`config.mk`:
```
export PLATFORM = sky130hd
export DESIGN_NAME = decode_hazard_ctrl
export DESIGN_NICKNAME = d
export VERILOG_FILES = /design/src/rtl/core_pipe_pkg.sv /design/src/rtl/decode_hazard_ctrl_inflight_tracker.sv /design/src/rtl/decode_hazard_ctrl.sv
export SDC_FILE = /design/constraint.sdc
export NUM_CORES = 1
export LEC_CHECK = 0
export ABC_AREA = 1
export CAP_MARGIN = 20
export CORE_MARGIN = 3
export CORE_UTILIZATION = 41
export DETAILED_ROUTE_END_ITERATION = 10
export PLACE_DENSITY = 0.75
export SLEW_MARGIN = 30
export SYNTH_ARGS = -nofsm -noshare
export SYNTH_HDL_FRONTEND = slang
export SYNTH_SLANG_ARGS = --single-unit
```
`constraint.sdc`:
```
create_clock -name clk -period 4.35 [get_ports clk]
set_input_delay 0.435 -clock clk [delete_from_list [all_inputs] [get_ports clk]]
set_output_delay 0.435 -clock clk [all_outputs]
set_load 0.02 [all_outputs]
```
`src/rtl/core_pipe_pkg.sv`:
```
// Shared types and encodings for the decode/execute pipeline control slice.
package core_pipe_pkg;

   localparam int unsigned REG_AW = 5;

   // Operand source selects
   localparam logic [1:0] FWD_RF  = 2'd0;
   localparam logic [1:0] FWD_EX  = 2'd1;
   localparam logic [1:0] FWD_MEM = 2'd2;
   localparam logic [1:0] FWD_WB  = 2'd3;

   // One in-flight destination record
   typedef struct packed {
      logic              v;
      logic [REG_AW-1:0] rd;
      logic              is_load;
   } pipe_entry_t;

   typedef enum logic {
      ST_IDLE = 1'b0,
      ST_BUSY = 1'b1
   } hz_state_t;

endpackage

```
`src/rtl/decode_hazard_ctrl_inflight_tracker.sv`:
```
// Match logic of one source operand against the shared EX/MEM/WB in-flight pipe.
module inflight_tracker
   import core_pipe_pkg::*;
(
   input  logic [REG_AW-1:0] rs_addr,
   input  logic              rs_used,
   input  pipe_entry_t       ex_e,
   input  pipe_entry_t       mem_e,
   input  pipe_entry_t       wb_e,
   output logic              ex_load_hit,
   output logic [1:0]        fwd_sel
);

   logic m_ex, m_mem, m_wb;

   // Per-stage match and priority select EX > MEM > WB > regfile
   always_comb begin
      m_ex        = rs_used & ex_e.v  & (ex_e.rd  == rs_addr);
      m_mem       = rs_used & mem_e.v & (mem_e.rd == rs_addr);
      m_wb        = rs_used & wb_e.v  & (wb_e.rd  == rs_addr);
      ex_load_hit = m_ex & ex_e.is_load;
      fwd_sel     = FWD_RF;
      // A load hit in EX falls through here, but that cycle is always a bubble
      if (m_ex && !ex_e.is_load) fwd_sel = FWD_EX;
      else if (m_mem)            fwd_sel = FWD_MEM;
      else if (m_wb)             fwd_sel = FWD_WB;
   end

endmodule

```
`src/rtl/decode_hazard_ctrl.sv`:
```
// Decode-to-execute hazard controller: load-use stalls, flush bubbles,
// operand forwarding selects, multi-cycle op sequencing and a stall counter.
module decode_hazard_ctrl #(
   parameter int unsigned REG_AW   = 5,
   parameter int unsigned LONG_LAT = 4,
   parameter int unsigned CNT_W    = 16
) (
   input  logic              clk,
   input  logic              rst_n,
   input  logic              id_valid,
   input  logic [REG_AW-1:0] id_rs1_addr,
   input  logic [REG_AW-1:0] id_rs2_addr,
   input  logic              id_rs1_used,
   input  logic              id_rs2_used,
   input  logic [REG_AW-1:0] id_rd,
   input  logic              id_reg_wr_en,
   input  logic              id_is_load,
   input  logic              id_is_long,
   input  logic              flush,
   output logic              stall_if,
   output logic              de_reg_en,
   output logic              de_bubble,
   output logic [1:0]        fwd_a_sel,
   output logic [1:0]        fwd_b_sel,
   output logic              ex_busy,
   output logic [CNT_W-1:0]  stall_cnt
);
   import core_pipe_pkg::*;

   pipe_entry_t ex_q, mem_q, wb_q, issue_e;
   hz_state_t   state_q;
   logic [3:0]  busy_ctr_q;
   logic        lu_a, lu_b, load_use, in_idle, issue;
   logic [1:0]  sel_a, sel_b;

   inflight_tracker u_trk_a (
      .rs_addr     (id_rs1_addr),
      .rs_used     (id_rs1_used),
      .ex_e        (ex_q),
      .mem_e       (mem_q),
      .wb_e        (wb_q),
      .ex_load_hit (lu_a),
      .fwd_sel     (sel_a)
   );

   inflight_tracker u_trk_b (
      .rs_addr     (id_rs2_addr),
      .rs_used     (id_rs2_used),
      .ex_e        (ex_q),
      .mem_e       (mem_q),
      .wb_e        (wb_q),
      .ex_load_hit (lu_b),
      .fwd_sel     (sel_b)
   );

   assign in_idle = (state_q == ST_IDLE);
   assign ex_busy = (state_q == ST_BUSY);

   // Hazard decode and the entry that would enter EX this cycle
   always_comb begin
      load_use        = id_valid & (lu_a | lu_b);
      issue           = in_idle & id_valid & ~load_use & ~flush;
      issue_e.v       = issue & id_reg_wr_en & (id_rd != '0);
      issue_e.rd      = id_rd;
      issue_e.is_load = id_is_load;
   end

   // Front-of-pipe controls; reset forces a bubble regardless of id_valid
   always_comb begin
      stall_if  = 1'b0;
      de_reg_en = 1'b1;
      de_bubble = 1'b1;
      if (rst_n) begin
         if (in_idle) begin
            stall_if  = load_use & ~flush;
            de_bubble = flush | load_use | ~id_valid;
         end else begin
            stall_if  = 1'b1;
            de_reg_en = 1'b0;
         end
      end
   end

   // In-flight pipe advances every cycle outside BUSY
   always_ff @(posedge clk or negedge rst_n) begin
      if (!rst_n) begin
         ex_q  <= '0;
         mem_q <= '0;
         wb_q  <= '0;
      end else if (in_idle) begin
         wb_q  <= mem_q;
         mem_q <= ex_q;
         ex_q  <= issue_e;
      end
   end

   // Multi-cycle op sequencer; flush while BUSY is ignored
   always_ff @(posedge clk or negedge rst_n) begin
      if (!rst_n) begin
         state_q    <= ST_IDLE;
         busy_ctr_q <= '0;
      end else begin
         case (state_q)
            ST_IDLE: begin
               if (issue && id_is_long) begin
                  busy_ctr_q <= 4'(LONG_LAT - 1);
                  state_q    <= ST_BUSY;
               end
            end
            ST_BUSY: begin
               busy_ctr_q <= busy_ctr_q - 4'd1;
               if (busy_ctr_q == 4'd1) state_q <= ST_IDLE;
            end
            default: state_q <= ST_IDLE;
         endcase
      end
   end

   // Forwarding selects aligned with the decode register capture
   always_ff @(posedge clk or negedge rst_n) begin
      if (!rst_n) begin
         fwd_a_sel <= FWD_RF;
         fwd_b_sel <= FWD_RF;
      end else if (de_reg_en) begin
         fwd_a_sel <= de_bubble ? FWD_RF : sel_a;
         fwd_b_sel <= de_bubble ? FWD_RF : sel_b;
      end
   end

   // Saturating stall-cycle counter
   always_ff @(posedge clk or negedge rst_n) begin
      if (!rst_n)                        stall_cnt <= '0;
      else if (stall_if && stall_cnt != '1) stall_cnt <= stall_cnt + 1'b1;
   end

endmodule

```
==> run_results.csv, run 1 <==
group,metric,value,unit
setup_path,path_max_fanout,18,
placed_design,hpwl,5000,um
clock_network,cts_buffers,5,
final_layout,final_util,54.4,%
setup_path,ff2ff_path_depth,9,
global_route,grt_pass1_vias,2260,
drt,post_drt_wl_per_cell,12.6,um
timing,holdWs,0.0574,ns
timing,min_period,3.00,ns
logic_synthesis,synth-xor-area-share,4.61,%
timing,worstMarginPinSlew,0.667,ns
logic_synthesis,synth_compound_area_share,6.87,%
final_layout,fin_nets,459,
hold_path,hp-class,"primary input to asynchronous set/reset pin",
floorplanning,dieArea,0.00748,sq mm
placed_design,placed_cell_area,0.00319,sq mm
drt,wl,6400,um
final_layout,ff_latch_area,0.00110,sq mm
final_layout,multiInputGateArea,0.00136,sq mm
logic_synthesis,avgSynthCellArea,6.92,sq um
floorplanning,rows,28,
setup_path,crit_arrival,2.56,ns
floorplanning,die_width,86.5,um
clock_network,cts_resized,0,
timing,clock_skew,0.00738,ns
logic_synthesis,syn_area,0.00266,sq mm
timing,max_slew_margin,55.5,%
clock_network,clk_path_buf_depth,2,
final_layout,final_common_cell,"nand2_1",
logic_synthesis,synthesis.nets,411,
timing,finalHoldViolations,0,
global_route,grt_max_degree,30,
pwr,powerDensity,498,mW/mm^2
clock_network,post_cts_buffers,0,
timing,fin_setup_tns,0,ns
floorplanning,fp.dieH,86.5,um
timing,finalCritPeriodShare,68.9,%
setup_path,cp-endpoint,"stall_if",
logic_synthesis,netlist.top_cell.by_area,"dfrtp_1",
timing,finalMaxSlewViolations,0,
setup_path,r2r_end,"stall_cnt[0]",
timing,rsz0062_at_grt,"no",
logic_synthesis,ys_types,25,
final_layout,layout.cells.most_common_list,"nand2_1, clkdlybuf4s50_1, dfrtp_1, inv_1, nor2_1",
setup_path,critPathCaptureType,"primary output",
logic_synthesis,synth_top_family_by_area,"simple AND/OR/NAND/NOR gates",
drt,ant_nets,0,
final_layout,n_fill_cell,596,
logic_synthesis,muxShareOfSynthArea,0,%
setup_path,startpoint_type,"primary input",
logic_synthesis,synth-simple-area-share,38.1,%
drt,drt-pass1-iter-count,4,
logic_synthesis,syn_inst,384,
setup_path,r2r_setup_slack,2.40,ns
placed_design,pre_cts_ws,1.36,ns
timing,worst_slack,1.35,ns
clock_network,cts_sinks,44,
final_layout,antenna_cells,0,
logic_synthesis,synth-seq-cells,44,
pwr,finalPower,1.65,mW
global_route,grt_pass1_wl,10800,um
setup_path,required,3.91,ns
logic_synthesis,synth_top_area_share,41.4,%
timing,fmax,334,MHz
global_route,antenna_found_initial,0,
clock_network,insertion_delay,0.30,ns
floorplanning,core_area,0.00610,sq mm
setup_path,path_class,"primary input to primary output",
drt,drtIter0Drc,128,
timing,finalSetupViolations,0,
final_layout,design_area,0.00331,sq mm
drt,vias,2522,
global_route,grt.total_usage,18.1,%
pwr,peakVddDrop,0.287,mV
placed_design,dpl.cell_count,500,
final_layout,final_cells,508,
clock_network,cts_tree,"yes",
outcome,status,"complete, no violations",
logic_synthesis,synth_area_leaders,"dfrtp_1, nand2_1, nand3_1",
run,drv_cap,0,
floorplanning,io_pins,48,
setup_path,critical_path.startpoint,"id_rs2_addr[4]",
drt,vias_per_cell,4.96,
pwr,leakagePower,1.70,nW
clock_network,root_buffer,"clkbuf_8",
logic_synthesis,yosys_warnings,0,
drt,drc,0,
clock_network,htree_levels,2,
global_route,grt-ovfl-total,0,
placed_design,gp_congestion,0.912,
floorplanning,initial_core_util,43.6,%
setup_path,reg2reg_from,"stall_cnt[0]",
clock_network,clk_pin_slew,0.08,ns
clock_network,hold_buffers,0,
final_layout,syn_to_final_growth,24.7,%
placed_design,port_buffers,47,
final_layout,drive_above_1_share,4.16,%
logic_synthesis,ys_seq_area_share,41.4,%
logic_synthesis,yosys.area_share.adder,1.41,%
routing by layer:
layer	vias up	part of all wire (%)	GRT usage, %
met4	0	1.1	4.25
li1	1306	-	-
met2	55	44	27.3
met1	1155	50	27.2
met3	6	4.3	2.95
met5	-	0	0
worst max-delay path, cell delays in order:
cell	delay [ns]
clkdlybuf4s50_1	0.52
inv_1	0.08
nand2_1	0.06
nand2_1	0.06
nor2_1	0.12
nand3_1	0.11
nand2_1	0.10
nand3_1	0.08
nand2_2	0.29
clkdlybuf4s50_1	0.68
Yosys cell counts (all sizes together):
cell and n:
a21o 1, a21oi 3, buf 3, clkbuf 5, dfrtp 44, ha 3, inv 43, nand2 145
nand3 35, nand4 5, nor2 41, nor3 10, nor4 1, o21ai 28, o22ai 2, o31ai 1
xnor2 6, xor2 8
worst min path at each step:
stage,start,to,slack [ns],cells after the start
after global routing,rst_n,busy_ctr_q[0],0.07,1
after detailed placement,rst_n,busy_ctr_q[0],0.39,1
after floorplan,rst_n,busy_ctr_q[0],0.14,0
after global placement,rst_n,busy_ctr_q[0],0.39,1
after CTS,rst_n,busy_ctr_q[0],0.07,1
final,rst_n,busy_ctr_q[0],0.06,1
kinds of logic after synthesis:
logic type / after synthesis
and+or+nand+nor: 237
buffers and inverters: 51
DFF: 44
AOI/OAI and AO/OA: 35
xor gates and xnor gates: 14
adders and majority gates: 3
report_power, final:
| part | leakage (nW) | switching [mW] | total, mW | internal, mW |
|---|---|---|---|---|
| combinational | 1.07 | 0.373 | 0.622 | 0.249 |
| sequential | 0.572 | 0.166 | 0.703 | 0.537 |
| clock | 0.0614 | 0.137 | 0.325 | 0.188 |
| total | 1.70 | 0.677 | 1.65 | 0.973 |
registers in the layout, indices dropped and copies added (netlist names):
| register | flops |
|---|---|
| ex_busy | 1 |
| fwd_a_sel | 2 |
| mem_q | 6 |
| busy_ctr_q | 4 |
| fwd_b_sel | 2 |
| ex_q | 7 |
| stall_cnt | 16 |
| wb_q | 6 |
cell type report:
type,count,share of cell area (%)
Multi-Input combinational cell,289,40.9
Sequential cell,44,33.2
Timing Repair Buffer,49,14.5
Inverter,43,4.87
Tap cell,75,2.83
Clock buffer,6,2.49
Clock inverter,2,1.17
No activity file was read; power rests on OpenSTA's default activity.
==> run 2: changes to the inputs <==
--- a/config.mk
+++ b/config.mk
@@ -10,7 +10,7 @@
 export CORE_MARGIN = 3
 export CORE_UTILIZATION = 41
 export DETAILED_ROUTE_END_ITERATION = 10
-export PLACE_DENSITY = 0.75
+export PLACE_DENSITY = 0.77
 export SLEW_MARGIN = 30
 export SYNTH_ARGS = -nofsm -noshare
 export SYNTH_HDL_FRONTEND = slang
==> constraint.sdc (replaced) <==
create_clock -name clk -period 2.7 [get_ports clk]
set_input_delay 0.27 -clock clk [delete_from_list [all_inputs] [get_ports clk]]
set_output_delay 0.27 -clock clk [all_outputs]
set_load 0.02 [all_outputs]
==> run_results.csv, run 2 (synthesis gave the netlist of run 1 again) <==
group,metric,value,unit
final_layout,largest_reg_flops,16,
global_route,grt-ovfl-total,0,
floorplanning,rows,28,
clock_network,insertion_delay,0.30,ns
final_layout,largestRegisters,"stall_cnt (16), ex_q (7)",
floorplanning,io_pins,48,
final_layout,antenna_cells,0,
setup_path,startpoint_type,"primary input",
timing,finalCritPeriodShare,94.2,%
outcome,status,"complete, no violations",
clock_network,clk_path_buf_depth,2,
pwr,seq_power_share,42.6,%
setup_path,path_cells,"clkdlybuf4s50_1, inv_1, nand2_1, nand2_1, nor2_1, nand3_1, nand2_1, nand2_1, nand3_1, clkdlybuf4s50_1",
timing,worstMarginPinSlew,0.392,ns
drt,vias_per_cell,5.02,
placed_design,hpwl,5260,um
drt,ant_nets,0,
final_layout,drive_above_1_share,4.59,%
timing,fmax,393,MHz
global_route,grt_max_degree,34,
timing,finalHoldViolations,0,
pwr,clockPowerShare,15.4,%
pwr,powerDensity,778,mW/mm^2
placed_design,placed_cell_area,0.00321,sq mm
clock_network,cts_buffers,5,
floorplanning,core_area,0.00610,sq mm
timing,fin_setup_tns,0,ns
timing,max_slew_margin,73.9,%
drt,vias,2567,
setup_path,path_class,"primary input to primary output",
final_layout,final_util,54.2,%
floorplanning,fp.dieH,86.5,um
floorplanning,initial_core_util,43.6,%
clock_network,cts_tree,"yes",
timing,rsz0062_at_grt,"no",
timing,clock_skew,0.0140,ns
global_route,grt_pass1_vias,2328,
global_route,grt.total_usage,18.9,%
setup_path,critPathCaptureType,"primary output",
timing,finalSetupViolations,0,
drt,post_drt_wl_per_cell,13.3,um
timing,min_period,2.54,ns
pwr,p_sw,1.11,mW
setup_path,required,2.43,ns
clock_network,root_buffer,"clkbuf_8",
placed_design,gp_congestion,0.903,
run,drv_cap,0,
clock_network,cts_resized,0,
global_route,grt_pass1_wl,11100,um
pwr,combPwrFrac,41.9,%
drt,drt-pass1-iter-count,6,
drt,drc,0,
global_route,antenna_found_initial,0,
final_layout,top_register,"stall_cnt",
clock_network,htree_levels,2,
placed_design,port_buffers,47,
final_layout,final_common_cell,"nand2_1",
setup_path,crit_top_cell,"nand2_1",
final_layout,fin_nets,463,
pwr,internal_power,1.46,mW
timing,finalMaxSlewViolations,0,
pwr,p_sw_share,43.3,%
floorplanning,dieArea,0.00748,sq mm
setup_path,critPathSlowestCell,"clkdlybuf4s50_1",
floorplanning,die_width,86.5,um
setup_path,path_delay_family,"buffers and inverters",
clock_network,hold_buffers,1,
clock_network,cts_sinks,44,
pwr,peakVddDrop,0.407,mV
clock_network,post_cts_buffers,0,
drt,wl,6790,um
setup_path,max_stage_delay,0.64,ns
setup_path,path_max_fanout,6,
final_layout,design_area,0.00331,sq mm
final_layout,layout.cells.most_common_list,"nand2_1, clkdlybuf4s50_1, dfrtp_1, inv_1, nor2_1",
clock_network,clk_pin_slew,0.09,ns
pwr,leakagePower,1.70,nW
drt,drtIter0Drc,184,
hold_path,hp-class,"primary input to asynchronous set/reset pin",
setup_path,timing.critical_path.buf_inv,3,
final_layout,syn_to_final_growth,24.4,%
setup_path,crit_arrival,2.27,ns
run 2: area by class of cell:
class / instances / area, sq um
clock buffers: 5 / 68.8
inverters: 43 / 161
fillers: 570 / 2790
multi-input cells: 289 / 1360
repair buffers: 53 / 513
clock inverters: 2 / 12.5
flip-flops and latches: 44 / 1100
well taps: 75 / 93.8
run 2: final timing paths:
path	startpoint	slack (ns)	endpoint	cells past startpoint
min in group clk	fwd_a_sel[1]	0.50	fwd_a_sel[1]	2
min reg2reg	fwd_a_sel[1]	0.50	fwd_a_sel[1]	2
min	rst_n	0.42	ex_q[2]	2
max	id_rs1_addr[3]	0.16	de_bubble	10
max in group asynchronous	rst_n	1.68	stall_cnt[15]	3
max reg2reg	stall_cnt[0]	0.72	stall_cnt[9]	9
run 2: metrics by stage:
step | worst slack, ns | instances | hold slack, ns | power [mW]
6_report | 0.157 | 511 | 0.417 | 2.57
3_3_place_gp | 0.231 | 503 | 0.203 | 2.14
5_1_grt | 0.00190 | 511 | 0.433 | 2.80
2_1_floorplan | 0.876 | 384 | -0.0256 | 1.79
4_1_cts | 0.167 | 511 | 0.412 | 2.59
3_5_place_dp | 0.195 | 503 | 0.208 | 2.18
run 2: power groups by stage:
stage | Combinational (mW) | Clock [mW] | Sequential, mW
final | 1.08 | 0.397 | 1.10
after global routing | 1.23 | 0.438 | 1.13
after CTS | 1.08 | 0.411 | 1.09
after detailed placement | 1.08 | 0 | 1.10
after global placement | 1.04 | 0 | 1.10
after floorplan | 0.694 | 0 | 1.09
run 2: routing by layer:
metal	track usage, %	vias to the layer above	share of wire [%]
met5	0	-	0
met4	3.82	0	0.90
met3	3.42	6	6.2
met2	30.8	92	46
met1	26.3	1162	47
li1	-	1307	-
==> run 3: changes to the inputs <==
--- a/config.mk
+++ b/config.mk
@@ -7,7 +7,7 @@
 export LEC_CHECK = 0
 export ABC_AREA = 1
 export CAP_MARGIN = 20
-export CORE_MARGIN = 3
+export CORE_MARGIN = 8
 export CORE_UTILIZATION = 41
 export DETAILED_ROUTE_END_ITERATION = 10
 export PLACE_DENSITY = 0.77
==> run_results.csv, run 3 (synthesis gave the netlist of run 1 again) <==
group,metric,value,unit
floorplanning,core_area,0.00631,sq mm
final_layout,antenna_cells,0,
clock_network,clk_pin_slew,0.09,ns
clock_network,cts_buffers,5,
setup_path,path_class,"primary input to primary output",
global_route,grt-ovfl-total,0,
global_route,grt_max_degree,35,
final_layout,design_area,0.00334,sq mm
final_layout,final_cells,513,
timing,holdWs,0.394,ns
setup_path,max_stage_delay,0.64,ns
timing,max_slew_margin,70.4,%
pwr,peakVddDrop,0.450,mV
drt,wl,6740,um
final_layout,final_common_cell,"nand2_1",
final_layout,fin_nets,462,
floorplanning,rows,29,
clock_network,root_buffer,"clkbuf_8",
global_route,antenna_found_initial,0,
global_route,grt_pass1_wl,11400,um
setup_path,crit_top_cell,"nand2_1",
drt,drtIter0Drc,154,
final_layout,syn_to_final_growth,25.7,%
pwr,powerDensity,805,mW/mm^2
floorplanning,dieArea,0.00931,sq mm
timing,fmax,401,MHz
run,drv_cap,0,
placed_design,placed_cell_area,0.00321,sq mm
outcome,status,"complete, no violations",
pwr,seq_power_share,40.6,%
floorplanning,die_width,96.5,um
timing,finalHoldViolations,0,
floorplanning,fp.dieH,96.5,um
hold_path,hp-class,"primary input to asynchronous set/reset pin",
timing,clock_skew,0.00888,ns
final_layout,largest_reg_flops,16,
global_route,grt_pass1_vias,2476,
final_layout,largestRegisters,"stall_cnt (16), ex_q (7)",
clock_network,htree_levels,2,
floorplanning,initial_core_util,42.1,%
clock_network,post_cts_buffers,0,
clock_network,hold_buffers,1,
setup_path,startpoint_type,"primary input",
final_layout,drive_above_1_share,4.59,%
drt,drc,0,
timing,worstMarginPinSlew,0.444,ns
placed_design,port_buffers,47,
clock_network,cts_sinks,44,
timing,finalCritPeriodShare,92.4,%
setup_path,timing.critical_path.buf_inv,3,
pwr,p_sw_share,41.1,%
timing,min_period,2.49,ns
final_layout,final_util,52.9,%
drt,vias,2544,
final_layout,top_register,"stall_cnt",
setup_path,critPathSlowestCell,"clkdlybuf4s50_1",
pwr,internal_power,1.58,mW
drt,drt-pass1-iter-count,4,
floorplanning,io_pins,48,
setup_path,critPathCaptureType,"primary output",
clock_network,cts_resized,0,
setup_path,path_delay_family,"buffers and inverters",
clock_network,cts_tree,"yes",
global_route,grt.total_usage,15.4,%
setup_path,crit_arrival,2.22,ns
placed_design,gp_congestion,0.886,
timing,fin_setup_tns,0,ns
timing,finalMaxSlewViolations,0,
placed_design,dpl.cell_count,504,
clock_network,insertion_delay,0.30,ns
drt,ant_nets,0,
setup_path,path_cells,"clkdlybuf4s50_1, inv_1, nand2_1, nand2_1, nor2_1, nand3_1, nand2_1, nand2_1, nand3_1, clkdlybuf4s50_1",
final_layout,layout.cells.most_common_list,"nand2_1, clkdlybuf4s50_1, dfrtp_1, inv_1, nor2_1",
drt,post_drt_wl_per_cell,13.1,um
pwr,leakagePower,1.72,nW
drt,vias_per_cell,4.96,
pwr,combPwrFrac,39.6,%
placed_design,hpwl,5170,um
pwr,p_sw,1.11,mW
clock_network,clk_path_buf_depth,2,
timing,finalSetupViolations,0,
setup_path,required,2.43,ns
pwr,clockPowerShare,19.9,%
setup_path,path_max_fanout,5,
final_layout,n_fill_cell,602,
timing,rsz0062_at_grt,"no",
[run 3: path summary, 6_finish.rpt]
path / start / end / slack, ns / depth (start not counted)
setup / recovery: id_rs1_addr[1] / de_bubble / 0.21 / 10
hold / removal: rst_n / ex_q[1] / 0.39 / 2
setup reg to reg: stall_cnt[0] / stall_cnt[8] / 0.69 / 9
hold reg to reg: fwd_b_sel[0] / fwd_b_sel[0] / 0.50 / 2
max in group asynchronous: rst_n / stall_cnt[10] / 1.56 / 3
min in group clk: fwd_b_sel[0] / fwd_b_sel[0] / 0.50 / 2
[run 3: cell type report]
cell class              instances  area, sq um  share of cell area [%]
multi-input cells             289         1360                    40.6
flip-flops and latches         44         1100                    33.0
repair buffers                 52          505                    15.1
inverters                      43          161                    4.83
well taps                      77         96.3                    2.88
clock buffers                   6         82.6                    2.47
clock inverters                 2         38.8                    1.16
[run 3: power by group through the flow]
stage | clock network, mW | registers (mW) | logic [mW]
floorplan | 0 | 1.09 | 0.694
global placement | 0 | 1.09 | 1.05
detailed placement | 0 | 1.10 | 1.07
CTS | 0.545 | 1.09 | 1.07
global route | 0.570 | 1.12 | 1.22
finish | 0.535 | 1.09 | 1.06
[run 3: routing by layer]
metal  vias up  share of wire (%)  track usage (%)  wire [um]
met5         -                  0                0          0
met4         0                1.4             5.30         97
li1       1306                  -                -          -
met2        62                 47             24.1       3140
met1      1166                 46             20.6       3110
met3        10                5.8             3.17        389
[run 3: stage by stage]
step                setup slack, ns  power [mW]
global placement              0.250        2.14
floorplan                     0.876        1.79
CTS                           0.194        2.70
detailed placement            0.198        2.16
global route                 0.0259        2.91
finish                        0.206        2.69
